## src/rtl/shift_pkg.sv

```systemverilog
// Shared types for the operand-2 shifter pipeline.
// Shift-type codes, special-case codes and the stage-1 bundle.
package shift_pkg;

    localparam logic [1:0] SH_LSL = 2'b00;
    localparam logic [1:0] SH_LSR = 2'b01;
    localparam logic [1:0] SH_ASR = 2'b10;
    localparam logic [1:0] SH_ROR = 2'b11;

    typedef enum logic [2:0] {
        SC_PASS,
        SC_ZERO,
        SC_SIGN,
        SC_RRX,
        SC_NORMAL
    } specialCase_e;

    typedef struct packed {
        logic [1:0]   shType;
        logic [4:0]   amt;
        specialCase_e code;
        logic         killC;
        logic [31:0]  data;
        logic         cFlag;
    } s1Stage_t;

    localparam s1Stage_t S1_RESET = '{
        shType: SH_LSL,
        amt:    5'd0,
        code:   SC_PASS,
        killC:  1'b0,
        data:   32'd0,
        cFlag:  1'b0
    };

endpackage

```

## src/rtl/shift_unit_pipe_rotr32.sv

```systemverilog
// Combinational 32-bit rotate-right, five mux levels.
module rotr32 (
    input  logic [31:0] data,
    input  logic [4:0]  amt,
    output logic [31:0] y
);

    logic [31:0] l0;
    logic [31:0] l1;
    logic [31:0] l2;
    logic [31:0] l3;

    assign l0 = amt[0] ? {data[0], data[31:1]}  : data;
    assign l1 = amt[1] ? {l0[1:0], l0[31:2]}    : l0;
    assign l2 = amt[2] ? {l1[3:0], l1[31:4]}    : l1;
    assign l3 = amt[3] ? {l2[7:0], l2[31:8]}    : l2;
    assign y  = amt[4] ? {l3[15:0], l3[31:16]}  : l3;

endmodule

```

## src/rtl/shift_unit_pipe.sv

```systemverilog
// Two-stage ARM operand-2 shifter with valid/ready on both sides.
// Define SHIFTER_RRX_EN to make immediate ROR #0 perform RRX.
module shift_unit_pipe
    import shift_pkg::*;
#(
    parameter int TAG_W = 4
) (
    input  logic             CLK,
    input  logic             RESET,
    input  logic             InValid,
    output logic             InReady,
    input  logic [31:0]      ShIn,
    input  logic [1:0]       Sh,
    input  logic             ShReg,
    input  logic [4:0]       Shamt5,
    input  logic [7:0]       RsAmt,
    input  logic             CFlag,
    input  logic [TAG_W-1:0] InTag,
    output logic             OutValid,
    input  logic             OutReady,
    output logic [31:0]      ShOut,
    output logic             ShCarry,
    output logic [TAG_W-1:0] OutTag
);

    logic             rstDone;
    logic             s1Valid;
    s1Stage_t         s1;
    logic [TAG_W-1:0] s1Tag;
    s1Stage_t         dec;
    logic             s2Adv;
    logic             accept;

    logic [4:0] amt5;
    logic       amtZero;
    logic       amtGe32;
    logic       amtEq32;

    assign s2Adv   = !OutValid || OutReady;
    assign InReady = rstDone && (!s1Valid || s2Adv);
    assign accept  = InValid && InReady;

    assign amt5    = ShReg ? RsAmt[4:0] : Shamt5;
    assign amtZero = ShReg ? (RsAmt == 8'd0) : (Shamt5 == 5'd0);
    assign amtGe32 = ShReg && (RsAmt[7:5] != 3'd0);
    assign amtEq32 = ShReg && (RsAmt == 8'd32);

    // LSL by n is a rotate-right by (32-n) mod 32 with low bits masked.
    always_comb begin
        dec        = S1_RESET;
        dec.shType = Sh;
        dec.data   = ShIn;
        dec.cFlag  = CFlag;
        dec.code   = SC_NORMAL;
        dec.amt    = (Sh == SH_LSL) ? 5'd0 - amt5 : amt5;
        unique case (1'b1)
            ShReg && amtZero: begin
                dec.code = SC_PASS;
            end
            !ShReg && amtZero: begin
                unique case (Sh)
                    SH_LSL: dec.code = SC_PASS;
                    SH_LSR: dec.code = SC_ZERO;
                    SH_ASR: dec.code = SC_SIGN;
                    default: begin
`ifdef SHIFTER_RRX_EN
                        dec.code = SC_RRX;
`else
                        dec.code = SC_PASS;
`endif
                    end
                endcase
            end
            amtGe32: begin
                unique case (Sh)
                    SH_LSL, SH_LSR: begin
                        dec.code  = SC_ZERO;
                        dec.amt   = 5'd0;
                        dec.killC = !amtEq32;
                    end
                    SH_ASR:  dec.code = SC_SIGN;
                    default: dec.code = SC_NORMAL;
                endcase
            end
            default: begin
                dec.code = SC_NORMAL;
            end
        endcase
    end

    logic [31:0] rot;
    logic [31:0] keep;
    logic [4:0]  lslN;
    logic        sign;
    logic        rotC;
    logic [31:0] shRes;
    logic        cRes;

    rotr32 uRot (
        .data (s1.data),
        .amt  (s1.amt),
        .y    (rot)
    );

    assign lslN = 5'd0 - s1.amt;
    assign sign = s1.data[31];
    // After the rotate, the last bit shifted out sits at bit 0 for LSL, else bit 31.
    assign rotC = (s1.shType == SH_LSL) ? rot[0] : rot[31];

    always_comb begin
        unique case (s1.shType)
            SH_LSL:  keep = 32'hFFFF_FFFF << lslN;
            SH_LSR,
            SH_ASR:  keep = 32'hFFFF_FFFF >> s1.amt;
            default: keep = 32'hFFFF_FFFF;
        endcase
    end

    always_comb begin
        shRes = s1.data;
        cRes  = s1.cFlag;
        unique case (s1.code)
            SC_PASS: begin
                shRes = s1.data;
                cRes  = s1.cFlag;
            end
            SC_ZERO: begin
                shRes = 32'd0;
                cRes  = s1.killC ? 1'b0 : rotC;
            end
            SC_SIGN: begin
                shRes = {32{sign}};
                cRes  = sign;
            end
            SC_RRX: begin
                shRes = {s1.cFlag, s1.data[31:1]};
                cRes  = s1.data[0];
            end
            default: begin
                shRes = (rot & keep)
                      | (~keep & {32{(s1.shType == SH_ASR) && sign}});
                cRes  = rotC;
            end
        endcase
    end

    always_ff @(posedge CLK or posedge RESET) begin
        if (RESET) begin
            rstDone  <= 1'b0;
            s1Valid  <= 1'b0;
            s1       <= S1_RESET;
            s1Tag    <= '0;
            OutValid <= 1'b0;
            ShOut    <= 32'd0;
            ShCarry  <= 1'b0;
            OutTag   <= '0;
        end else begin
            rstDone <= 1'b1;
            if (InReady) begin
                s1Valid <= InValid;
            end
            if (accept) begin
                s1    <= dec;
                s1Tag <= InTag;
            end
            if (s2Adv) begin
                OutValid <= s1Valid;
            end
            if (s2Adv && s1Valid) begin
                ShOut   <= shRes;
                ShCarry <= cRes;
                OutTag  <= s1Tag;
            end
        end
    end

endmodule

```

## config.mk

```make
export PLATFORM = sky130hd
export DESIGN_NAME = shift_unit_pipe
export DESIGN_NICKNAME = d
export VERILOG_FILES = /design/src/rtl/shift_pkg.sv /design/src/rtl/shift_unit_pipe_rotr32.sv /design/src/rtl/shift_unit_pipe.sv
export SDC_FILE = /design/constraint.sdc
export NUM_CORES = 1
export LEC_CHECK = 0
export CAP_MARGIN = 40
export CORE_UTILIZATION = 45
export CTS_BUF_LIST = sky130_fd_sc_hd__clkbuf_8 sky130_fd_sc_hd__clkbuf_16
export DETAILED_ROUTE_END_ITERATION = 16
export PLACE_DENSITY = 0.64
export SLEW_MARGIN = 30
export SYNTH_ARGS = -nofsm -noshare
export SYNTH_HDL_FRONTEND = slang
export SYNTH_HIERARCHICAL = 1
export SYNTH_SLANG_ARGS = --single-unit
```

## constraint.sdc

```tcl
create_clock -name CLK -period 8.9 [get_ports CLK]
set_clock_uncertainty 0.15 [all_clocks]
set_input_delay 2.67 -clock CLK [delete_from_list [all_inputs] [get_ports CLK]]
set_output_delay 2.67 -clock CLK [all_outputs]
set_load 0.03 [all_outputs]
```

==> impl_summary.md, run 1 <==
Pwr
Power comes to approximately 2.6 mW. For this design the ratio of total power to cell area is slightly above 300 nW/um2. IR analysis of the VDD net gives a maximum drop of approximately 0.00025 V. The total leakage power is 3.21 nW.

Logic synthesis
After synthesis the netlist holds a flip-flop and latch count of 88. Sorting the synthesized cells by how often they occur yields 89 x mux2_2, 88 x dfrtp_1, 63 x mux4_2. The most common cell in the synthesized netlist is mux2_2. The cell taking the most area after synthesis is dfrtp_1. In this run the mean area of a mapped cell was 11.1 um2.

Synthesis produced a netlist with a net count of around 730. The post-synthesis cell area is roughly 7300 um2. In the post-synthesis netlist, the biggest area contributors are dfrtp_1 30%, mux4_2 20%, mux2_2 14%. Yosys printed 6 warnings. Of the post-synthesis cell area, the dominant cell type holds 0.303. The number of distinct library cell variants in the gate-level netlist after synthesis is 64. For this run, the leading register cell type out of synthesis is dfrtp_1. The share of synthesized area occupied by flip-flops and latches is 0.303. After technology mapping, the gate count stands at roughly 660. The number of flops mapped to enable cells by yosys is 0. In the synthesized netlist the async set-or-reset flop fraction comes to 1.00.

Clock tree
The count of buffers added by post-CTS timing repair for setup is 0. The tree is rooted in a clkbuf_16. The H-tree generated during clock tree synthesis spans 3 levels. TritonCTS built the clock tree.

After clock tree synthesis, the clock-pin slew on the worst setup and hold paths is approximately 0.070 ns. The clock net in this run drives a total of about 90 sinks. The clock passes through at most 2 buffers. The number of hold buffers added after CTS was 0. In this run, CTS created clock tree buffers numbering 9.

The number of gates resized after CTS was 0. The clock latency reported for the late side of the worst-skew pair is about 0.35 ns.

STA
Setup repair after global routing left no endpoint under its margin. The setup slack after layout is between 1.5 and 2 ns. The clock period minus final worst setup slack is 7.01 ns. The setup total negative slack is 0 ns. For the pin with the worst max-slew slack, the measured transition is around 0.83 ns. The fmax is roughly 140 MHz.

The post-route clock period utilization is 0.788. Setup violations remaining at the end of the flow were counted as 0. The final hold violation count is 0. The max-slew violation count is 0. In this run the tightest slew margin relative to its limit is 0.436.

Critical path
STA classifies the critical path startpoint as a primary input. The critical path is of the primary input to output pin type. The biggest cell delay along the critical path is ~0.71 ns. The peak fanout along the critical path is 4. The worst setup path is captured at an output pin. The most prevalent standard cell on the critical path is clkdlybuf4s50_1. Counting both buffers and inverters, the worst setup path holds a total of 2.

Traced cell by cell, the critical path runs through clkdlybuf4s50_1, nand2b_1, o21a_1, clkdlybuf4s50_1. The required time reported for the critical path endpoint is 6.08 ns. The largest individual stage delay along the critical path comes from the cell clkdlybuf4s50_1. The critical path crosses 4 cells after its start point.

The top cell family by delay on the critical path is buffers and inverters. Counting cells, the worst reg-to-reg path comes to 9. Data on the critical path arrives at its endpoint at 4.19 ns.

Finish
Leaving out filler cells and counting taps, the final layout contains 933. The final-stage net count is 781. The count of antenna diodes in the layout is 0. The growth of design area from synthesis to finish is 18.3%.

The sequential cell area in the final layout is 2210 um2. The final-layout fill cell count is roughly 1400. Summing all multi-input logic gate instances after layout gives between 4000 and 5000 um2. In the final layout, the share of cells above drive strength 1 is 0.276. The summed area of non-filler cells in the final layout is around 8600 um2.

Placed design
The congestion estimate from routability-driven global placement came to 0.896. Once placement finished, the instance area stood at 8260 um2. The setup slack after placement is approximately 1.9 ns. During placement, the flow inserted port buffers numbering 95. The number of placed instances, taps included, is roughly 920. The total half-perimeter wirelength after legalization and detailed placement is approximately 16000 um.

Floorplanning
The floorplan has 46 rows. The core region is 15800 um2. The I/O pin count is 96. From left edge to right edge, the die measures 129 um.

The area enclosed by the die boundary is roughly 17000 um2. The effective utilization at floorplan is 0.460. The die is approximately 130 um tall.

Global route
The sum of overflow across all layers after global routing is 0. The first global-routing pass estimated ~35000 um of wire. The largest net degree at the start of global routing is about 90. The via count of the first global-routing pass is approximately 5800. The number of antenna violations at the first check in global routing is 0.

Across every metal layer, demand over resource in global routing totals 0.283.

Job
The tool flagged a number of max-cap violations equal to 0.

Drt
In the routed layout, each cell is associated on average with a via count of ~6.7. The total wirelength of the detailed-routed design is about 23000 um. The post-detailed-route DRC marker count is 0. The remaining number of nets flagged by the antenna check after routing is 0. For this block, the initial DRC count from the detailed router was 800. The wire length per cell after detailed routing is about 24 um. The routed via count is 6256. The first detailed-routing pass took 5 iterations.

Worst hold path
Along the worst hold path, the cell count comes to 1. The worst min-delay path category is register to register.

Outcome
The run finished with clean final reports.
cells in the final DEF, fill, tap and decap left out, types with 12 or more instances in the layout:
master           count
a21oi_1             30
a221oi_1            24
clkdlybuf4s50_1     95
dfrtp_1             85
ha_1                12
inv_1               15
mux2_2              89
mux2i_1             12
mux4_2              63
nand2_1             41
nor2_1              42
nor3_1              12
o21ai_0             24
kinds of logic after synthesis:
family | Yosys count | share of synthesized area
compound gates | 154 | 0.156
xor+xnor | 3 | 0.00361
fa+ha+maj | 12 | 0.0206
buf+inv | 81 | 0.0564
flops | 88 | 0.303
mux | 166 | 0.355
other cells | 1 | 0.000516
simple gates | 153 | 0.105
sequential cells by signal (all words and copies together), names as in the netlist:
name,cells
s1Valid,1
OutTag,4
ShOut,32
s1Tag,4
s1,44
OutValid,1
ShCarry,1
rstDone,1
metal layers:
metal / track usage / vias up / wire (um)
li1: - / 2707 / -
met3: 0.0512 / 53 / 1880
met1: 0.401 / 3158 / 9670
met5: 0 / - / 0
met2: 0.444 / 338 / 10600
met4: 0.0810 / 0 / 532
where the power goes:
group | leakage, nW | internal [mW] | total, mW | switching [mW]
Clock | 0.154 | 0.229 | 0.401 | 0.172
Combinational | 2.02 | 0.722 | 1.56 | 0.837
Sequential | 1.03 | 0.527 | 0.669 | 0.142
final cells by class:
cell class | instances | area share
multi-input combinational | 489 | 0.543
timing repair buffer | 108 | 0.126
clock inverter | 6 | 0.00858
tap | 216 | 0.0314
clock buffer | 10 | 0.0278
sequential | 88 | 0.256
inverter | 16 | 0.00713
stage by stage:
step	util	hold WS, ns
finish	0.543	0.357
global route	0.543	0.375
CTS	0.542	0.362
detailed placement	0.522	0.342
global placement	0.519	0.324
floorplan	-	0.313
path summary, 6_finish.rpt:
| kind | slack [ns] | startpoint | endpoint |
|---|---|---|---|
| min in group asynchronous | 2.52 | RESET | s1[32] |
| max in group asynchronous | 5.49 | RESET | ShOut[18] |
| setup / recovery | 1.89 | OutReady | InReady |
| setup reg to reg | 5.20 | s1[38] | ShOut[25] |
| hold reg to reg | 0.36 | s1Tag[1] | s1Tag[1] |
| hold / removal | 0.36 | s1Tag[1] | s1Tag[1] |
Power figures use the tool's default switching activity.
==> run 2, diff against run 1 <==
--- a/config.mk
+++ b/config.mk
@@ -9,7 +9,7 @@
 export CORE_UTILIZATION = 45
 export CTS_BUF_LIST = sky130_fd_sc_hd__clkbuf_8 sky130_fd_sc_hd__clkbuf_16
 export DETAILED_ROUTE_END_ITERATION = 16
-export PLACE_DENSITY = 0.64
+export PLACE_DENSITY = 0.67
 export SLEW_MARGIN = 30
 export SYNTH_ARGS = -nofsm -noshare
 export SYNTH_HDL_FRONTEND = slang
==> constraint.sdc (replaced) <==
create_clock -name CLK -period 5.9 [get_ports CLK]
set_clock_uncertainty 0.15 [all_clocks]
set_input_delay 1.77 -clock CLK [delete_from_list [all_inputs] [get_ports CLK]]
set_output_delay 1.77 -clock CLK [all_outputs]
set_load 0.03 [all_outputs]
==> run 2 against run 1 <==
Net effect:
- sequential power is 54% higher
- setup slack got worse by 1.2 ns
- combinational power increased by 48%
- wire length decreased by 2.3%
- via count is 2.0% lower
- design area down 0.71%
- largest power group unchanged
- first-iteration DRC count down 11%
==> impl_summary.md, run 2 (synthesized netlist as in run 1, its figures left out) <==
STA
The number of failing setup endpoints in the final timing report was 0 (unchanged). The fmax is 193 MHz. The max-slew violation count is 0 (unchanged). The setup total negative slack is 0 ns (unchanged). The worst max-slew margin expressed relative to the limit came to 0.457 (+0.0206). The smallest hold slack is 0.357 ns (-0.000283 ns). The post-route clock period utilization is 0.880. The final hold violation count is 0 (unchanged). The clock period minus final worst setup slack is just over 5 ns.

Setup repair after global routing left no endpoint under its margin. The pin slew with the least headroom to its limit was 0.814 ns (-0.0203 ns).

Global route
The first-pass GRT wire length came to 34400 um (-1.4%). The total global-route track usage was 0.277 (-0.00565). The layer flagged by global routing as most heavily used is met2.

The met1 track demand over resource came to 0.385 (-0.0157). The global-route track usage on met2 is 0.437 (-0.00759). The number of antenna violations at the first check in global routing came to 0 (unchanged). The sum of overflow across all layers after global routing was 0 (unchanged). The met3 track demand over resource was 0.0615 (+0.0103). The largest net degree at the start of global routing is 56 (-37%).

The via count of the first global-routing pass was 5824 (+0.64%).

Critical path
The required time reported for the critical path endpoint is 3.98 ns (-2.10 ns). The internal reg-to-reg setup slack came to 2.26 ns (-2.94 ns). The peak fanout along the critical path was 4 (unchanged). The worst setup path category is primary input to output pin.

The arrival time of the worst setup path is 3.27 ns (-0.92 ns). The worst setup path is launched from a primary input. The worst setup path is captured at an output pin.

Placed design
The count of buffers from port buffering is 95 (unchanged). The global placer's final weighted congestion was 0.957 (+6.8%). The total half-perimeter wirelength after legalization and detailed placement is 16500 um (+0.66%).

Pwr
The total leakage power was 3.18 nW (-1.1%). The internal power of the cells is 2.18 mW (+47%). The combinational share of power is 0.593 (about the same). The fraction of power consumed by the clock network came to 0.142 (-0.011). The net switching fraction of the power was 0.440 (+0.00203). The power density of the placed cells was 455 nW/um2 (+49%). The relative contribution of sequential cells to total power was 0.265 (+0.011).

The net switching power is 1.71 mW (+49%). The maximum ir drop on the vdd rail was 0.000239 V (-4.4%).

Finish
The final-stage net count is 780 (-0.13%). In the final layout, the registers with the most flip-flops are s1: 44 flops, ShOut: 32 flops. Relative to the synthesized area, the layout overhead comes to 17.4%.

The final standard cell utilization of the core is 0.540 (-0.00387). Leaving out fill and tap cells, the most frequent cell in the layout is clkdlybuf4s50_1. In the layout the commonest cells are 95 x clkdlybuf4s50_1, 89 x mux2_2, 85 x dfrtp_1, 63 x mux4_2, 42 x nor2_1. The count of antenna diodes in the layout is 0 (unchanged). The number of flip-flops in the largest register is 44 (unchanged).

The share of post-route cells with drive strength above 1 is 0.274 (-0.00241). s1 holds more flip-flops than any other register.

Clock tree
The number of levels the H-tree was split into came to 3 (unchanged). The TritonCTS sink count was 88 (unchanged). The number of instances resized during post-cts repair is 0 (unchanged).

The count of buffers added by post-CTS timing repair for setup is 0 (unchanged). The clock transition time at the flip-flop clock pins of the worst setup and hold paths came to 0.06 ns (about the same). The tree is rooted in a clkbuf_16. The number of buffers inserted for hold repair after clock tree synthesis is 0 (unchanged).

TritonCTS built the clock tree. The clock latency reported for the late side of the worst-skew pair is 0.35 ns (about the same). The maximum buffer depth of the clock tree is 2 (unchanged). The number of buffers created by CTS is 9 (unchanged).

Floorplanning
The vertical die dimension was 129 um (unchanged). The core area came to 15800 um2 (unchanged). The number of placement rows came to 46 (unchanged).

The effective utilization at floorplan came to 0.460 (unchanged). The width of the die is 129 um (unchanged). The area enclosed by the die boundary is 16700 um2 (unchanged). The I/O pin count is 96 (unchanged).

Drt
The routed via count is 6129 (-2.0%). The average vias per placed instance is 6.58 (-1.9%). The iteration-0 DRC count of the detailed router came to 714 (-11%). The post-detailed-route DRC marker count was 0 (unchanged). The number of optimization iterations in the first detailed-route pass is 5 (unchanged). The total wirelength of the detailed-routed design came to 22100 um (-2.3%).

The remaining number of nets flagged by the antenna check after routing came to 0 (unchanged). The wire length per cell after detailed routing was 23.8 um (-2.2%).

Worst hold path
The worst min-delay path category is register to register.

Job
The max-cap violation count was 0 (unchanged).

Outcome
The flow ran to the end, and the final reports show no timing, DRC or antenna violations.
-- run 2: power groups by stage --
stage          sequential, mW  clock (mW)  combinational [mW]
2_1_floorplan            1.19           0                1.38
3_3_place_gp             1.03           0                2.25
3_5_place_dp             1.04           0                2.28
4_1_cts                  1.03       0.564                2.29
5_1_grt                  1.06       0.586                2.45
6_report                 1.03       0.552                2.31
-- run 2: through the flow --
stage / setup slack, ns / total power, mW / instance area [um2] / cells
floorplan: 1.70 / 2.58 / 7270 / 658
global placement: 0.762 / 3.28 / 8230 / 914
detailed placement: 0.690 / 3.31 / 8260 / 916
CTS: 0.691 / 3.88 / 8540 / 932
global route: 0.648 / 4.09 / 8540 / 932
finish: 0.706 / 3.89 / 8540 / 932
-- run 2: per-layer routing --
metal	vias to the layer above	wire length (um)
met5	-	0
met4	0	467
met3	35	1870
met2	307	10400
met1	3085	9400
li1	2702	-
-- run 2: final cells by class --
cell class	instances	area [um2]
fill	1418	7290
multi-input combinational	489	4670
sequential	88	2210
timing repair buffer	107	1050
tap	216	270
clock buffer	10	239
inverter	16	61.3
clock inverter	6	43.8
-- run 2: path summary, 6_finish.rpt --
check                          from   endpoint  cells after the start
setup / recovery           OutReady    InReady                      4
hold / removal             s1Tag[3]   s1Tag[3]                      1
setup reg to reg             s1[40]  ShOut[31]                      7
hold reg to reg            s1Tag[3]   s1Tag[3]                      1
max in group asynchronous     RESET   ShOut[9]                      3
min in group asynchronous     RESET  OutTag[1]                      2
-- run 2: worst max-delay path, cell delays in order --
cell,delay (ns)
clkdlybuf4s50_1,0.45
nand2b_1,0.16
o21a_1,0.20
clkdlybuf4s50_1,0.69
==> edit 1, RTL diff (flow settings as in run 2) <==
Change the parameter `TAG_W` from 4 to 5.
--- a/src/rtl/shift_unit_pipe.sv
+++ b/src/rtl/shift_unit_pipe.sv
@@ -3,7 +3,7 @@
 module shift_unit_pipe
     import shift_pkg::*;
 #(
-    parameter int TAG_W = 4
+    parameter int TAG_W = 5
 ) (
     input  logic             CLK,
     input  logic             RESET,
Interface: changed (resized InTag and OutTag); port bits go from 96 to 98. No check against the original RTL was run, so the function may have changed too.
==> edit 1 against run 2 <==
- cell area up 2.7%
- non-clock buffer count rose by 1
- routed wire length is 6.0% higher
- fmax fell by 1.5%
- setup slack got worse by 0.080 ns
- critical path depth unchanged
- count of clock-buffer cells in the layout shrank 1
- combinational power is 3% lower
- sequential cell count grew 2
- area after synthesis increased by 2.1%
- total power rose by 1.2%
- highest routed layer unchanged
==> edit 1: results (changes against run 2) <==
| Metric | Value |
|---|---|
| Global-route wire length before repair | `36,800 µm (was 34,400 µm)` |
| Synthesized net count | `769 (was 727)` |
| Dpl cells | `955 (was 916)` |
| Largest cells by area after synthesis | `dfrtp_1, mux4_2, mux2_2 (unchanged)` |
| Met2 wire length | `10,600 µm (was 10,400 µm)` |
| Adder-Cell Fraction of Synth Area | `2.02% (was 2.06%)` |
| Slowest cell delay on critical path | `0.71 ns (was 0.69 ns)` |
| Dpl ws | `0.628 ns (was 0.690 ns)` |
| Total GRT Usage | `29.2% (was 27.7%)` |
| Internal power | `2.19 mW (was 2.18 mW)` |
| R2R depth | `9 (was 7)` |
| Status | `finished, final reports clean (unchanged)` |
| Fin nets | `820 (was 780)` |
| Number of global-route vias before repair | `6,273 (was 5,824)` |
| Final Wtd Congestion | `0.956 (was 0.957)` |
| Initial DRC count | `941 (was 714)` |
| Comb. pwr | `2.25 mW (was 2.31 mW)` |
| Port-buffer cells | `97 (was 95)` |
| Via count | `6,507 (was 6,129)` |
| Netlist cell types | `67 (was 64)` |
| Routing usage on met2 | `44.4% (was 43.7%)` |
| Hpwl dp | `17,000 µm (was 16,500 µm)` |
| Met1 usage | `40.9% (was 38.5%)` |
| Vias/cell | `6.70 (was 6.58)` |
| Worst EP arrival | `3.35 ns (was 3.27 ns)` |
| Layout cells sized above 1 | `25.3% (was 27.4%)` |
| Hold path depth | `2 (was 1)` |
| Routed met1 length | `9630 µm (was 9400 µm)` |
| XOR/XNOR share of the synthesized area | `0.354% (was 0.361%)` |
| Largest net degree at the start of global routing | `58 (was 56)` |
## edit 1: cell count changes after synthesis, moves of 5 or more
cell,before,now
nand2_1,42,58
o211ai_1,3,13
a22oi_1,3,12
o22ai_1,0,8
a221o_1,8,2
mux2_2,89,83
a311oi_1,6,1
nor3b_1,6,1
o21ai_0,24,29
## edit 1: worst paths after layout
check	start	to	slack [ns]
hold / removal	s1Tag[4]	OutTag[4]	0.32
setup / recovery	OutReady	InReady	0.63
max in group asynchronous	RESET	s1[39]	3.24
setup reg to reg	s1[37]	ShOut[29]	2.25
hold reg to reg	s1Tag[4]	OutTag[4]	0.32
min in group asynchronous	RESET	ShOut[27]	1.54
## edit 1: cell type report
cell class,count,area (µm²),area share [%]
Multi-Input combinational cell,528,4810,54.9
Sequential cell,90,2260,25.8
Timing Repair Buffer,108,1070,12.2
Tap cell,216,270,3.08
Clock buffer,9,225,2.57
Clock inverter,7,85.1,0.970
Inverter,13,50.0,0.571
==> edit 2, RTL diff (config.mk and constraints of run 2) <==
Without the edit above. Make the reset (`RESET`) synchronous in one clocked block.
--- a/src/rtl/shift_unit_pipe.sv
+++ b/src/rtl/shift_unit_pipe.sv
@@ -144,7 +144,7 @@
         endcase
     end
 
-    always_ff @(posedge CLK or posedge RESET) begin
+    always_ff @(posedge CLK) begin
         if (RESET) begin
             rstDone  <= 1'b0;
             s1Valid  <= 1'b0;
Check against the original RTL: differs if RESET is asserted again (counterexample within 4 cycles, from zero or initial values and one cycle with RESET high); with RESET held inactive, the same outputs for 4 cycles.
==> edit 2 against run 2 <==
- cell area shrank 0.79%
- global-route usage grew 2.2 points
- non-clock buffer count grew 3
- sequential share of layout area shrank 4.9 points
- setup slack gained 0.028 ns
- fmax grew 0.54%
- sequential cell count is the same
- area after synthesis shrank 1.2%
- routed wire length grew 9.2%
- count of clock-buffer cells in the layout is the same
Power is not compared: it rests on default switching activity, and its combinational part moved more than twofold at a synthesized area within 25%.
==> edit 2: results (changes against run 2) <==
| Metric | Value |
|---|---|
| Status | `finished, final reports clean (unchanged)` |
| Seq_cells | `88 (unchanged)` |
| Hpwl dp | `17,600 µm (was 16,500 µm)` |
| Initial DRT Pass Iterations | `6 (was 5)` |
| M3 GR Usage | `6.69% (was 6.15%)` |
| Dpl ws | `0.753 ns (was 0.690 ns)` |
| Number of global-route vias before repair | `6,653 (was 5,824)` |
| Largest cells by area after synthesis | `dfxtp_1, mux4_2, nand2_1 (was dfrtp_1, mux4_2, mux2_2)` |
| Leakage power | `between 2 and 3 nW` |
| Metal3 WL | `2210 µm (was 1870 µm)` |
| Routed length per instance | `22.7 µm (was 23.8 µm)` |
| Worst-margin pin slew | `0.820 ns (was 0.814 ns)` |
| Synthesized net count | `878 (was 727)` |
| Non-clock buffer count | `110 (was 107)` |
| Area Overhead vs Synth | `17.9% (was 17.4%)` |
| Initial DRC count | `792 (was 714)` |
| Synth cell count leaders | `nand2_1, dfxtp_1, a21oi_1 (was mux2_2, dfrtp_1, mux4_2)` |
| Sequential element share of the synthesized area | `24.5% (was 30.3%)` |
| Final Wtd Congestion | `0.979 (was 0.957)` |
| Post-synth ARST share | `0% (was 100%)` |
| Routed met1 length | `10,000 µm (was 9400 µm)` |
| NonClk Buf Share | `12.7% (was 12.3%)` |
| Total GRT Usage | `29.9% (was 27.7%)` |
| Dpl cells | `1,049 (was 916)` |
| Post-Syn Instances | `807 (was 658)` |
| Seq/total area | `20.9% (was 25.8%)` |
| Layout cells sized above 1 | `18.5% (was 27.4%)` |
| Met1 usage | `40.3% (was 38.5%)` |
| Routing usage on met2 | `47.1% (was 43.7%)` |
| Final WL | `24,200 µm (was 22,100 µm)` |
| Area fraction of clock buffers and clock inverters | `3.68% (was 3.31%)` |
| Netlist cell types | `74 (was 64)` |
| Met2 wire length | `11,100 µm (was 10,400 µm)` |
| Worst EP arrival | `3.25 ns (was 3.27 ns)` |
| Global-route wire length before repair | `37,700 µm (was 34,400 µm)` |
| Fin nets | `922 (was 780)` |
| Clk slew on worst S/H paths | `around 0.07 ns` |
| Largest net degree at the start of global routing | `60 (was 56)` |
| Synthesized cell area | `0.00719 mm² (was 0.00727 mm²)` |
| Worst-path fanout max | `3 (was 4)` |
| Nonclk inv count | `13 (was 16)` |
| Fillcell total | `1,393 (was 1,418)` |
| Dominant synthesized flop cell | `dfxtp_1 (was dfrtp_1)` |
| Placement Cell Area | `0.00813 mm² (was 0.00826 mm²)` |
edit 2: logic make-up after synthesis:
kind of cell / count (synthesis) / share of synthesized area, %
AND/OR/NAND/NOR: 255 / 16.8
AO/OA/AOI/OAI: 244 / 22.2
multiplexers: 113 / 27.6
buffers and inverters: 90 / 6.02
flip-flops: 88 / 24.5
adder cells (fa/ha/maj): 14 / 2.44
XOR/XNOR: 3 / 0.366
edit 2: path summary, 6_finish.rpt:
| kind | from | endpoint | slack [ns] | cells past startpoint |
|---|---|---|---|---|
| setup / recovery | OutReady | InReady | 0.73 | 4 |
| hold / removal | s1Tag[1] | OutTag[1] | 0.31 | 2 |
| setup reg to reg | s1[38] | ShCarry | 2.50 | 9 |
| hold reg to reg | s1Tag[1] | OutTag[1] | 0.31 | 2 |
edit 2: critical path: stages:
cell and delay [ns]:
clkdlybuf4s50_1 0.47, nand3b_1 0.16, and2_1 0.17, clkdlybuf4s50_1 0.68
